--- config.mk ---
export PLATFORM = sky130hd
export DESIGN_NAME = pc_fetch_unit
export DESIGN_NICKNAME = d
export VERILOG_FILES = /design/src/rtl/pc_fetch_unit.sv
export SDC_FILE = /design/constraint.sdc
export NUM_CORES = 1
export LEC_CHECK = 0
export CORE_MARGIN = 2
export CORE_UTILIZATION = 44
export DETAILED_ROUTE_END_ITERATION = 8
export GPL_ROUTABILITY_DRIVEN = 0
export HOLD_SLACK_MARGIN = 0.03
export PLACE_DENSITY_LB_ADDON = 0.08
export REMOVE_ABC_BUFFERS = 1
export SETUP_SLACK_MARGIN = 0.02
export SYNTH_ARGS = -nofsm -noshare
export SYNTH_HDL_FRONTEND = slang
export SYNTH_SLANG_ARGS = --single-unit
--- constraint.sdc ---
create_clock -name clk -period 4.5 [get_ports clk]
set_input_delay 0.675 -clock clk [delete_from_list [all_inputs] [get_ports clk]]
set_output_delay 0.675 -clock clk [all_outputs]
set_load 0.01 [all_outputs]
--- src/rtl/pc_fetch_unit.sv ---
// pc_fetch_unit: program counter and instruction fetch front end.
// Fetches one instruction per PC advance from a synchronous instruction
// memory, latches it, and decodes the fields used by the PC control logic.
//
// Ports:
//   clk, rst             clock, synchronous active-high reset
//   start                one-cycle pulse, begins execution at address 0
//   clken_PC             PC advance enable
//   load_PC, incr_PC     branch-taken / sequential advance requests
//   load_value_PC        branch target
//   imem_en, imem_addr   instruction memory read request
//   imem_rdata           read data, valid the cycle after imem_en
//   pc, instr            current PC and current instruction
//   instr_valid          instr and the decode outputs are valid
//   is_not_vect, is_bne, is_vstreamout, branch_immediate  decode fields
//   done                 program has halted
module pc_fetch_unit #(
    parameter int PC_W    = 12,
    parameter int INSTR_W = 32
) (
    input  logic               clk,
    input  logic               rst,
    input  logic               start,
    input  logic               clken_PC,
    input  logic               load_PC,
    input  logic               incr_PC,
    input  logic [PC_W-1:0]    load_value_PC,
    output logic               imem_en,
    output logic [PC_W-1:0]    imem_addr,
    input  logic [INSTR_W-1:0] imem_rdata,
    output logic [PC_W-1:0]    pc,
    output logic [INSTR_W-1:0] instr,
    output logic               instr_valid,
    output logic               is_not_vect,
    output logic               is_bne,
    output logic               is_vstreamout,
    output logic [11:0]        branch_immediate,
    output logic               done
);

    localparam logic [3:0] OP_BNE  = 4'h5;
    localparam logic [3:0] OP_VSO  = 4'hC;
    localparam logic [3:0] OP_HALT = 4'hF;

    typedef enum logic [1:0] {
        IDLE,
        FETCH,
        RUN,
        HALTED
    } state_t;

    state_t             r_state;
    state_t             w_state_nxt;
    logic [PC_W-1:0]    r_pc;
    logic [PC_W-1:0]    w_pc_nxt;
    logic [INSTR_W-1:0] r_instr;
    logic [INSTR_W-1:0] w_instr_nxt;
    logic               r_first;
    logic               w_first_nxt;

    logic [INSTR_W-1:0] w_instr;
    logic               w_valid;
    logic [3:0]         w_opcode;

    // The memory answers in the first RUN cycle, so that cycle forwards
    // the read data directly; it is held in r_instr from then on.
    assign w_instr  = (r_state == RUN && r_first) ? imem_rdata : r_instr;
    assign w_valid  = (r_state == RUN);
    assign w_opcode = w_instr[31:28];

    always_comb begin
        w_state_nxt = r_state;
        w_pc_nxt    = r_pc;
        w_instr_nxt = r_instr;
        w_first_nxt = 1'b0;
        unique case (r_state)
            IDLE: begin
                if (start) begin
                    w_pc_nxt    = '0;
                    w_state_nxt = FETCH;
                end
            end
            FETCH: begin
                w_state_nxt = RUN;
                w_first_nxt = 1'b1;
            end
            RUN: begin
                w_instr_nxt = w_instr;
                if (w_opcode == OP_HALT) begin
                    w_state_nxt = HALTED;
                end else if (clken_PC && load_PC) begin
                    w_pc_nxt    = load_value_PC;
                    w_state_nxt = FETCH;
                end else if (clken_PC && incr_PC) begin
                    w_pc_nxt    = r_pc + PC_W'(1);
                    w_state_nxt = FETCH;
                end
            end
            HALTED: begin
                if (start) begin
                    w_pc_nxt    = '0;
                    w_state_nxt = FETCH;
                end
            end
            default: begin
                w_state_nxt = IDLE;
            end
        endcase
    end

    always_ff @(posedge clk) begin
        if (rst) begin
            r_state <= IDLE;
            r_pc    <= '0;
            r_instr <= '0;
            r_first <= 1'b0;
        end else begin
            r_state <= w_state_nxt;
            r_pc    <= w_pc_nxt;
            r_instr <= w_instr_nxt;
            r_first <= w_first_nxt;
        end
    end

    assign imem_en          = (r_state == FETCH);
    assign imem_addr        = r_pc;
    assign pc               = r_pc;
    assign instr            = w_instr;
    assign instr_valid      = w_valid;
    assign done             = (r_state == HALTED);
    assign is_not_vect      = w_valid & ~w_instr[31];
    assign is_bne           = w_valid & (w_opcode == OP_BNE);
    assign is_vstreamout    = w_valid & (w_opcode == OP_VSO);
    assign branch_immediate = w_valid ? w_instr[11:0] : 12'h000;

endmodule

==> out/qor.txt <==
outcome - complete, no violations
largest area contributor in the netlist - dfxtp_1
Post-synth EDFFs - 0
worst skew pair latency - 0.31 ns
Syn-to-layout area delta - 50.2%
critical path, cell by cell - inv_1, ha_1, nand2_1, buf_4, mux2i_1, inv_1, nor3_1, clkdlybuf4s50_1
Final Hold Fails - 0
most used cell, CP - inv_1
Seq/Total Area, Yosys - 36.5%
setup violators final - 0
Reg clk slew, reported paths - 0.09 ns
Post-DP HPWL - 4920 um
Routed WL per cell - 14.3 um
FF-to-FF End - imem_addr[6]
placeable core area - 0.00557 sq mm
critical path startpoint category - flop
RSZ-0062 raised after global routing - no
Avg Vias per Cell - 5.31
cells on worst reg2reg path - 6
post-synth cell types - 47
die footprint - 0.00649 sq mm
largest net degree at the start of global routing - 48
Slew HR - 52.5%
maxcap violations - 0
Worst-Margin Slew - 0.708 ns
ys async rst share - 0%
Final period util - 77.2%
setup TNS - 0 ns
cell area after synthesis - 0.00258 sq mm
die span in y - 80.5 um
CP Capture Type - output port
vias in the first global route - 2349
num rows - 27
Clock Path Buffers - 2
Initial Util - 46.2%
top_reg_cell synth - dfxtp_1
FF+latch count, synth - 47
FF-to-FF setup slack - 2.32 ns
CP startpoint - r_state[0]
Critical Path RT - 3.83 ns
Worst Path Max Fanout - 29
minimum clock period - 3.48 ns
top cells by count, synth - dfxtp_1, nor2b_1, inv_1, mux2_2, nor2_1
1st-iter DRT viols - 90
Final Skew - 0.00654 ns
1st-pass router iterations - 4
GRT overflow - 0
critical path's slowest cell - clkdlybuf4s50_1
Gate Count Post-Synth - 292
first-pass GRT wire length - 10600 um
VDD IR max - 0.335 mV
top-area cell type share of the netlist area - 36.5%
TritonCTS Buffers - 5
Ys Warns - 0
TritonCTS clock tree - built
port bufs - 123
FMAX - 0.288 GHz
Max Slew Vio Count - 0
Final nets - 451
drt drc - 0
Final ANT Viol Nets - 0
Avg Cell Area, Syn - 8.83 sq um
Leak Pwr - 1.61 nW
post-CTS setup buffer count - 0
most common cell in the synthesized netlist - dfxtp_1
Die X - 80.5 um
critical path arrival - 2.80 ns
gr usage total - 20.7%
Antenna diodes - 0
Cell Area, Placed - 0.00376 sq mm
hold buffer count at cts - 0
PostCTS Resize Cnt - 0
class of the worst hold path - flop to flop
Post-Route WL - 6720 um
CP Capture Point - is_vstreamout
initial antenna violation count - 0
Synth area leaders - dfxtp_1, mux2_2, nor2b_1
CP peak stage delay - 0.56 ns
WS Path Type - flop to output port
P per Cell Area - 355 mW/mm^2
Vias - 2489
Clock Tree Root - clkbuf_8
finished layout cell area - 0.00387 sq mm
Ports - 124
ratio of cells with drive above 1 in the final layout - 10.1%
Crit Reg-Reg Startpoint - r_state[0]
CTS H-tree depth - 2
clk sink count - 47
## cell families (layout without fill, tap and decap cells)
group / Yosys count / count (layout) / synth area share (%)
simple gates: 104 / 104 / 22.8
compound gates: 48 / 48 / 13.8
fa+ha+maj: 5 / 5 / 2.43
mux: 35 / 35 / 14.6
buf+inv: 53 / 158 / 9.85
flops: 47 / 47 / 36.5
## worst max-delay path: cells and delay by family, from the launching register on
| kind | cells | cell delay, ns |
|---|---|---|
| flip-flops | 1 | 0.39 |
| AND/OR/NAND/NOR | 2 | 0.39 |
| adder cells (fa/ha/maj) | 1 | 0.21 |
| multiplexers | 1 | 0.34 |
| buffers and inverters | 4 | 1.16 |
## stage by stage
stage / setup slack [ns] / power [mW] / utilization, % / hold WS (ns) / std cells
after global routing: 0.738 / 1.46 / 69.5 / 0.555 / 469
after global placement: 1.41 / 1.05 / 67.4 / 0.496 / 461
after floorplan: 1.13 / 0.790 / - / 0.480 / 263
after detailed placement: 1.36 / 1.06 / 67.4 / 0.508 / 461
final: 1.02 / 1.37 / 69.5 / 0.524 / 469
after CTS: 1.01 / 1.38 / 69.5 / 0.532 / 469
## cell type report
cell class                      instances  area (sq um)
Clock buffer                            5          68.8
Fill cell                             468          1700
Multi-Input combinational cell        192          1380
Sequential cell                        47           941
Tap cell                               72          90.1
Timing Repair Buffer                  126          1250
Clock inverter                          3          46.3
Inverter                               24          90.1
## cell usage in the layout, fill, tap and decap left out, types with 7 or more instances in the layout
| cell type | n |
|---|---|
| nor2b_1 | 33 |
| clkdlybuf4s50_1 | 123 |
| mux2i_1 | 14 |
| a21oi_1 | 7 |
| nor2_1 | 17 |
| nand2_1 | 14 |
| inv_1 | 24 |
| dfxtp_1 | 47 |
| mux2_2 | 21 |
| nand3_1 | 12 |
| o211ai_1 | 8 |
## metal layers
| metal | global-route usage (%) | vias to the layer above | share of wire (%) |
|---|---|---|---|
| li1 | - | 1215 | - |
| met5 | 0 | - | 0 |
| met4 | 6.44 | 0 | 1.6 |
| met2 | 36.0 | 95 | 49 |
| met1 | 24.5 | 1167 | 41 |
| met3 | 5.96 | 12 | 8.1 |
## report_power, final
group | internal, mW | leakage [nW] | switching (mW)
Combinational | 0.287 | 1.18 | 0.253
Clock | 0.167 | 0.0548 | 0.154
Sequential | 0.458 | 0.380 | 0.0533
## registers in the layout (all words and copies together) (netlist names)
name       count
r_first        1
r_instr       32
r_state        2
imem_addr     12
## how the worst min path moves through the flow
stage	startpoint	endpoint	slack [ns]	cells after the start
finish	r_instr[6]	r_instr[6]	0.52	2
global route	r_state[1]	r_state[1]	0.55	2
CTS	r_instr[11]	r_instr[11]	0.53	2
detailed placement	r_instr[11]	r_instr[11]	0.51	2
global placement	r_instr[6]	r_instr[6]	0.50	2
floorplan	r_instr[0]	r_instr[0]	0.48	2
Note: power is estimated with default switching activity, not from simulation.
